### config.mk
export PLATFORM = sky130hd
export DESIGN_NAME = cnn_maxpool_2x2_flat
export DESIGN_NICKNAME = d
export VERILOG_FILES = /design/src/rtl/cnn_maxpool_2x2_if.sv /design/src/rtl/cnn_maxpool_2x2.sv /design/src/flat_wrapper.sv
export SDC_FILE = /design/constraint.sdc
export NUM_CORES = 1
export LEC_CHECK = 0
export CORE_MARGIN = 4
export CORE_UTILIZATION = 62
export CTS_CLUSTER_SIZE = 16
export DETAILED_ROUTE_END_ITERATION = 16
export PLACE_DENSITY = 0.82
export SYNTH_ARGS = -nofsm -noshare
export SYNTH_HDL_FRONTEND = slang
export SYNTH_SLANG_ARGS = --single-unit
### constraint.sdc
create_clock -name clk -period 5.5 [get_ports clk]
set_input_delay 1.1 -clock clk [delete_from_list [all_inputs] [get_ports clk]]
set_output_delay 1.1 -clock clk [all_outputs]
set_load 0.005 [all_outputs]
### src/rtl/cnn_maxpool_2x2_if.sv
// Pixel stream bundle for the 2x2 max-pooling stage: raw conv pixels in,
// pooled pixels with their map coordinates out.
interface cnn_maxpool_2x2_if #(
  parameter int DATA_W = 8,
  parameter int IMG_W  = 24,
  parameter int IMG_H  = 24
);
  localparam int COL_W = ((IMG_W / 2) > 1) ? $clog2(IMG_W / 2) : 1;
  localparam int ROW_W = ((IMG_H / 2) > 1) ? $clog2(IMG_H / 2) : 1;

  logic              in_valid;
  logic [DATA_W-1:0] in_data;
  logic              out_valid;
  logic [DATA_W-1:0] out_data;
  logic [COL_W-1:0]  out_col;
  logic [ROW_W-1:0]  out_row;
  logic              frame_done;

  modport master (
    output in_valid, in_data,
    input  out_valid, out_data, out_col, out_row, frame_done
  );

  modport slave (
    input  in_valid, in_data,
    output out_valid, out_data, out_col, out_row, frame_done
  );
endinterface

### src/rtl/cnn_maxpool_2x2.sv
// Streaming 2x2 / stride-2 max pooling over a raster-ordered feature map.
// Keeps one row of horizontal pair maxima; no frame memory.
module cnn_maxpool_2x2 #(
  parameter int IMG_W  = 24,
  parameter int IMG_H  = 24,
  parameter int DATA_W = 8,
  parameter int SIGNED = 1
) (
  input  logic              clk,
  input  logic              rst,
  input  logic              clr,
  cnn_maxpool_2x2_if.slave  pif
);
  localparam int OUT_W    = IMG_W / 2;
  localparam int OUT_H    = IMG_H / 2;
  localparam int COL_W    = (OUT_W > 1) ? $clog2(OUT_W) : 1;
  localparam int ROW_W    = (OUT_H > 1) ? $clog2(OUT_H) : 1;
  localparam int IN_COL_W = $clog2(IMG_W);
  localparam int IN_ROW_W = $clog2(IMG_H);

  localparam logic [IN_COL_W-1:0] COL_LAST = IN_COL_W'(IMG_W - 1);
  localparam logic [IN_ROW_W-1:0] ROW_LAST = IN_ROW_W'(IMG_H - 1);
  localparam logic [COL_W-1:0]    K_LAST   = COL_W'(OUT_W - 1);
  localparam logic [ROW_W-1:0]    RK_LAST  = ROW_W'(OUT_H - 1);
  localparam bit                  W_ODD    = (IMG_W % 2) != 0;
  localparam bit                  H_ODD    = (IMG_H % 2) != 0;

  function automatic logic [DATA_W-1:0] pix_max(input logic [DATA_W-1:0] a,
                                                input logic [DATA_W-1:0] b);
    logic a_ge;
    if (SIGNED != 0) begin
      a_ge = $signed(a) >= $signed(b);
    end else begin
      a_ge = a >= b;
    end
    if (a_ge) begin
      return a;
    end else begin
      return b;
    end
  endfunction

  logic [IN_COL_W-1:0] in_col_r, in_col_s;
  logic [IN_ROW_W-1:0] in_row_r, in_row_s;
  logic [DATA_W-1:0]   h_r, h_s;
  logic [DATA_W-1:0]   linebuf_r [OUT_W];

  logic                out_valid_r, out_valid_s;
  logic [DATA_W-1:0]   out_data_r, out_data_s;
  logic [COL_W-1:0]    out_col_r, out_col_s;
  logic [ROW_W-1:0]    out_row_r, out_row_s;
  logic                frame_done_r, frame_done_s;

  logic [DATA_W-1:0]   hmax_s;
  logic [COL_W-1:0]    k_s;
  logic [ROW_W-1:0]    rk_s;
  logic                lb_we_s;
  logic                col_used_s;
  logic                row_used_s;

  assign hmax_s = pix_max(h_r, pif.in_data);
  assign k_s    = COL_W'(in_col_r >> 1);
  assign rk_s   = ROW_W'(in_row_r >> 1);

  // A trailing odd column/row is counted but never enters a window.
  assign col_used_s = !(W_ODD && (in_col_r == COL_LAST));
  assign row_used_s = !(H_ODD && (in_row_r == ROW_LAST));

  // Next-state: raster counters, horizontal pair, vertical merge and output.
  always_comb begin
    in_col_s     = in_col_r;
    in_row_s     = in_row_r;
    h_s          = h_r;
    lb_we_s      = 1'b0;
    out_valid_s  = 1'b0;
    out_data_s   = out_data_r;
    out_col_s    = out_col_r;
    out_row_s    = out_row_r;
    frame_done_s = 1'b0;

    if (pif.in_valid) begin
      if (in_col_r == COL_LAST) begin
        in_col_s = '0;
        if (in_row_r == ROW_LAST) begin
          in_row_s = '0;
        end else begin
          in_row_s = in_row_r + IN_ROW_W'(1);
        end
      end else begin
        in_col_s = in_col_r + IN_COL_W'(1);
      end

      if (!in_col_r[0]) begin
        if (col_used_s) begin
          h_s = pif.in_data;
        end else begin
          h_s = h_r;
        end
      end else if (row_used_s) begin
        if (!in_row_r[0]) begin
          lb_we_s = 1'b1;
        end else begin
          out_valid_s  = 1'b1;
          out_data_s   = pix_max(linebuf_r[k_s], hmax_s);
          out_col_s    = k_s;
          out_row_s    = rk_s;
          frame_done_s = (k_s == K_LAST) && (rk_s == RK_LAST);
        end
      end else begin
        lb_we_s = 1'b0;
      end
    end else begin
      out_valid_s = 1'b0;
    end
  end

  // State and output registers; rst and clr both restart the frame.
  always_ff @(posedge clk) begin
    if (rst || clr) begin
      in_col_r     <= '0;
      in_row_r     <= '0;
      h_r          <= '0;
      out_valid_r  <= 1'b0;
      out_data_r   <= '0;
      out_col_r    <= '0;
      out_row_r    <= '0;
      frame_done_r <= 1'b0;
    end else begin
      in_col_r     <= in_col_s;
      in_row_r     <= in_row_s;
      h_r          <= h_s;
      out_valid_r  <= out_valid_s;
      out_data_r   <= out_data_s;
      out_col_r    <= out_col_s;
      out_row_r    <= out_row_s;
      frame_done_r <= frame_done_s;
    end
  end

  // Line buffer of even-row pair maxima; contents are don't-care after reset.
  always_ff @(posedge clk) begin
    if (lb_we_s && !(rst || clr)) begin
      linebuf_r[k_s] <= hmax_s;
    end
  end

  assign pif.out_valid  = out_valid_r;
  assign pif.out_data   = out_data_r;
  assign pif.out_col    = out_col_r;
  assign pif.out_row    = out_row_r;
  assign pif.frame_done = frame_done_r;
endmodule

### src/flat_wrapper.sv
// flat-port wrapper written by rule: the top's interface ports become plain ports
module cnn_maxpool_2x2_flat 
#(
  parameter int IMG_W  = 24,
  parameter int IMG_H  = 24,
  parameter int DATA_W = 8,
  parameter int SIGNED = 1
)
  (clk, rst, clr, pif_in_valid, pif_in_data, pif_out_valid, pif_out_data, pif_out_col, pif_out_row, pif_frame_done);
  cnn_maxpool_2x2_if #(.DATA_W(DATA_W), .IMG_W(IMG_W), .IMG_H(IMG_H)) pif_i ();
  input  logic clk;
  input  logic rst;
  input  logic clr;
  input wire logic [$bits(pif_i.in_valid)-1:0] pif_in_valid;
  input wire logic [$bits(pif_i.in_data)-1:0] pif_in_data;
  output wire logic [$bits(pif_i.out_valid)-1:0] pif_out_valid;
  output wire logic [$bits(pif_i.out_data)-1:0] pif_out_data;
  output wire logic [$bits(pif_i.out_col)-1:0] pif_out_col;
  output wire logic [$bits(pif_i.out_row)-1:0] pif_out_row;
  output wire logic [$bits(pif_i.frame_done)-1:0] pif_frame_done;
  assign pif_i.in_valid = pif_in_valid;
  assign pif_i.in_data = pif_in_data;
  assign pif_out_valid = pif_i.out_valid;
  assign pif_out_data = pif_i.out_data;
  assign pif_out_col = pif_i.out_col;
  assign pif_out_row = pif_i.out_row;
  assign pif_frame_done = pif_i.frame_done;
  cnn_maxpool_2x2 #(.IMG_W(IMG_W), .IMG_H(IMG_H), .DATA_W(DATA_W), .SIGNED(SIGNED)) u_core (.clk(clk), .rst(rst), .clr(clr), .pif(pif_i));
endmodule
== Word-level counts from Yosys, hierarchy flattened ==
Memories as Yosys holds them, arrays and structs flattened. A register that Yosys moved wholly into a read port is not among the register bits.
Cells that the tools add are included.
Widths: inputs -> output; s select.
Word-level totals
  register bits after elaboration: 36
  bits in latches: 0
  RAM bits: 96
  ROM bits: 0
  output and inout bits: 18
  word-level logic and storage cells: 44
  memories: 1
Memory list
  u_core.linebuf_r: words 12, bits a word 8, rd ports 1, clocked after memory_dff 1, write ports 1, RTL line cnn_maxpool_2x2.sv:46  | logic [DATA_W-1:0] linebuf_r [OUT_W];
Operators by class
  add/sub/neg operators: 2
  multipliers: 0
  div/mod/pow operators: 0
  magnitude comparators: 2
  equality and inequality tests: 4
  shift-type cells: 0
  multiplexer cells: 15
  bitwise gates (word level): 3
  reductions and logical operators: 9
Operators with widths (count)
  $ge 8x8->1: 2
  $mux 8: 2
  $add 5x1->5 const B: 2
  $eq 5x5->1 const B: 2
  $mux 5: 2
  $mux 1: 9
  $eq 4x4->1 const B: 2
  $mux 4: 2
  $reduce_and 2->1: 2
  $reduce_or 4->1: 1
  $not 1->1: 3
  $reduce_and 3->1: 1
  $reduce_or 3->1: 1
  $logic_and 1x1->1: 2
  $logic_not 1->1: 1
  $logic_or 1x1->1: 1

== Logic depth before layout (Yosys ltp) ==
  depth after elaboration: 7
  depth in mapped cells: 15
  depth with buffers taken out: 14

== Worst setup path after synthesis ==
No wires, ideal clock.
  kind: input to register
  from: input pif_in_data[7]
  to: register u_core.out_data_r[1], in the netlist u_core.pif.out_data[1]
  library setup time: 133 ps
  arrival: 4000 ps
  path slack: 1367 ps
  stages: 13
  cell sequence: inv_1 > ha_1 > or3b_1 > or3_1 > a32o_1 > buf_6 > mux2_4 > ha_1 > nand2b_1 > a211oi_1 > o211ai_1 > a21oi_1 > a21oi_1
On the way
  word-level cells in the longest chain between the ends: 7
Ends and longest elaborated chain
  start, declared: RTL line flat_wrapper.sv:15  | input wire logic [$bits(pif_i.in_data)-1:0] pif_in_data;
  $ge 8x8->1: RTL line cnn_maxpool_2x2.sv:32  | a_ge = $signed(a) >= $signed(b);
  $mux 8: RTL line cnn_maxpool_2x2.sv:36  | if (a_ge) begin
  via u_core.hmax_s[0]: RTL line cnn_maxpool_2x2.sv:54  | logic [DATA_W-1:0] hmax_s;
  $ge 8x8->1: RTL line cnn_maxpool_2x2.sv:32
  $mux 1: RTL line cnn_maxpool_2x2.sv:100  | if (!in_row_r[0]) begin
  $mux 1: RTL line cnn_maxpool_2x2.sv:93  | if (!in_col_r[0]) begin
  $mux 1: RTL line cnn_maxpool_2x2.sv:81  | if (pif.in_valid) begin
  $mux 8: RTL line cnn_maxpool_2x2.sv:36
  end signal, assigned: RTL line cnn_maxpool_2x2.sv:133  | out_data_r <= out_data_s;
  end, declared: RTL line cnn_maxpool_2x2.sv:49  | logic [DATA_W-1:0] out_data_r, out_data_s;
The timed path passes the listed nets, and every way through them passes these cells. The select of a mux whose other input is x is not followed.
A chain may end at the register's enable or synchronous reset.

== Final worst setup path ==
  from: input pif_in_data[7]
  to: register u_core.out_data_r[4], in the netlist u_core.pif.out_data[4]
The elaborated chain is that of the path after synthesis.

==> summary.txt <==
Timing
  – Final hold violations: 0
  – Fmax: 213 MHz
  – Min cycle time layout: 4.69 ns
  – Pins Over Slew Limit: 0
  – Clk_skew: 0.00823 ns
  – Setup Total Neg Slack: 0 ns
  – Fin crit share: roughly 85%
  – Worst-margin pin slew: 1.02 ns
  – Setup violations, final: 0
  – Worst slew margin: between 30% and 40%
  – RSZ-0062 raised after global routing: no
  – Worst setup slack after layout: 0.813 ns

Min path
  – Hold Path Class: flip-flop to flip-flop
  – Hold Path Stages: 2

Clock tree
  – CTS Buf Count: 17
  – Worst-path clk slew: roughly 0.060 ns
  – TritonCTS clock tree: done
  – Hold buffer count at cts: 0
  – CTS max path bufs: 2
  – Clk_lat worst skew: about 0.52 ns
  – H-tree levels: 4
  – CTS Root Cell: clkbuf_8
  – Clock sinks: around 140
  – CTS-repair resized insts: 0
  – Number of setup buffers added after CTS: 0

Finish
  – Layout cell share with drive strength beyond 1: 13.3%
  – Antenna diode count: 0
  – Finished Layout Cells: about 570
  – Nets@finish: 475
  – Final core utilization: 75.4%
  – Area Growth Syn to Fin: 16.9%

Place
  – Setup WS pre-CTS: 0.462 ns
  – Gpl congestion: ~0.81
  – Dpl cells: 534
  – Port bufs: 29
  – Dpl hpwl: a little over 7000 um

Floorplan
  – # rows: 34
  – Starting Density: 64.5%
  – Die Area: 10,800 um2
  – Die Width: 104 um
  – # IOs: 30
  – Chip Height: 104 um
  – Core area: 8850 um2

Pwr
  – Power Density: about 360 nW/um2
  – Max IR drop VDD: roughly 0.00024 V
  – Pleak: 2.24 nW

Yosys
  – Post-synth ARST share: 0%
  – Sequential area share after synthesis: 64.5%
  – Syn_nets: 447
  – Library cells used by synthesis: 37
  – Register bit total from synthesis: 136
  – Syn avg cell area: roughly 14 um2
  – Count leader, synth: edfxtp_1
  – Top FF cell, synth: edfxtp_1
  – Post-synth design cell area: 5710 um2
  – Syn Inst Count: 417
  – Post-synth EDFFs: 96
  – Synth warnings: 0
  – Yosys top cell by area: edfxtp_1
  – Area contributors post-synth: edfxtp_1 (51%), dfxtp_1 (14%), mux4_2 (9.5%)
  – Post-synth top area share: approximately half
  – Most frequent cells after synthesis: edfxtp_1 (96), nand2_1 (49), dfxtp_1 (40)

Detailed routing
  – Drt pass-1 iters: 6
  – Post-DR wirelength/cell: 20.8 um
  – Post-DRT Antenna Nets: 0
  – DR vias/cell: 6.10
  – WL final: roughly 12,000 um
  – DRC marker count from the first detailed-route iteration: 252
  – Via count: 3,453
  – Post-route DRC: 0

GRT
  – Met2 global-route usage: 36.2%
  – Number of global-route vias before repair: between 3,000 and 4,000
  – GR peak layer: met2
  – Antenna violations before repair: 0
  – Grt ovf: 0
  – Met3 Use GR: under 10%
  – Largest net degree at the start of global routing: 38
  – Met1 track demand over resource: 30.6%
  – First-pass GRT wire length: 18,700 um
  – GRT Total Usage: 22.8%

Setup path
  – Reg2Reg Depth: 11
  – Startpoint types: input pin
  – Element type at the critical path end: flip-flop
  – Critical path class: input pin to flip-flop
  – WP data required: 5.88 ns
  – CP Max Fanout: 14
  – Arrival time worst endpoint: 5.06 ns

Job
  – Max Cap Viol: 0

Status
  – Status: finished, final reports clean
==> kinds of logic after synthesis <==
group                    after synthesis  share of synthesized area, %
adder cells (fa/ha/maj)               18                          3.95
flip-flops                           136                          64.5
AND/OR/NAND/NOR                      117                          9.08
multiplexers                          43                          12.9
XOR/XNOR                               4                         0.614
AO/OA/AOI/OAI                         60                          6.10
buffers and inverters                 39                          2.83
==> state kept, by name, summed over array words and instances, names as in the netlist, named ones only <==
| name | flops |
|---|---|
| u_core.h_r | 8 |
| u_core.in_col_r | 5 |
| u_core.in_row_r | 5 |
| u_core.linebuf_r | 96 |
| u_core.pif.frame_done | 1 |
| u_core.pif.out_col | 4 |
| u_core.pif.out_data | 8 |
| u_core.pif.out_row | 4 |
| u_core.pif.out_valid | 1 |
==> cell usage in the layout (no fill, tap or decap), types with 2 or more instances in the layout <==
cell type        instances
inv_1                   17
dfxtp_1                 40
bufinv_16                4
buf_4                    2
nand2_1                 49
mux4_2                  24
nor3_2                   2
nand2b_1                 6
nand3_1                  5
a21oi_1                 31
clkbuf_16               16
nor2b_1                  3
or3_1                    2
clkdlybuf4s50_1         29
nor3b_1                  3
edfxtp_1                96
a211oi_1                 2
clkinv_1                 2
a31oi_1                  2
ha_1                    18
inv_6                    2
nor3_1                   4
o21ai_0                 12
xnor2_1                  2
nor2_1                  36
nand4_1                  2
mux2i_1                 18
xor2_1                   2
o31ai_1                  8
clkinv_4                 3
==> layout make-up <==
type	instances	area, um2
tap	108	135
sequential	136	3680
timing repair buffer	31	305
clock buffer	17	414
clock inverter	15	200
inverter	17	63.8
fill	545	2170
multi-input combinational	242	1870
==> power by group <==
| group | internal (W) | switching, W |
|---|---|---|
| Sequential | 0.00111 | 0.00000283 |
| Combinational | 0.0000352 | 0.0000683 |
| Clock | 0.000739 | 0.000437 |
| Total | 0.00189 | 0.000508 |
==> metrics by stage <==
step / power [W] / hold WS [ns] / instance area (um2)
floorplan: 0.00121 / 0.449 / 5710
global route: 0.00246 / 0.483 / 6670
finish: 0.00239 / 0.456 / 6670
global placement: 0.00123 / 0.444 / 6060
CTS: 0.00240 / 0.456 / 6670
detailed placement: 0.00124 / 0.447 / 6060
==> path summary, 6_finish.rpt <==
| kind | from | end | slack (ns) |
|---|---|---|---|
| worst max register to register | u_core.h_r[7]$_SDFFE_PP0P_ | u_core.pif.out_data[4]$_SDFFE_PP0P_ | 1.61 |
| worst min-delay path | u_core.pif.out_col[2]$_SDFFE_PP0P_ | u_core.pif.out_col[2]$_SDFFE_PP0P_ | 0.46 |
| worst max-delay path | pif_in_data[7] | u_core.pif.out_data[4]$_SDFFE_PP0P_ | 0.81 |
| worst min register to register | u_core.pif.out_col[2]$_SDFFE_PP0P_ | u_core.pif.out_col[2]$_SDFFE_PP0P_ | 0.46 |
==> worst max-delay path, cell delays in order <==
cell	delay [ns]
clkdlybuf4s50_1	0.50
inv_1	0.05
ha_1	0.30
or3b_1	0.37
or3_1	0.35
a32o_1	0.38
mux2_4	0.44
ha_1	0.31
nand2b_1	0.15
a211oi_1	0.27
o211ai_1	0.15
a21oi_1	0.52
a21oi_1	0.17
==> per-layer routing <==
layer | part of all wire, % | wire length, um
met1 | 42 | 4910
met2 | 50 | 5920
met3 | 6.1 | 713
met4 | 1.7 | 204
met5 | 0 | 0
Power figures use the tool's default switching activity.
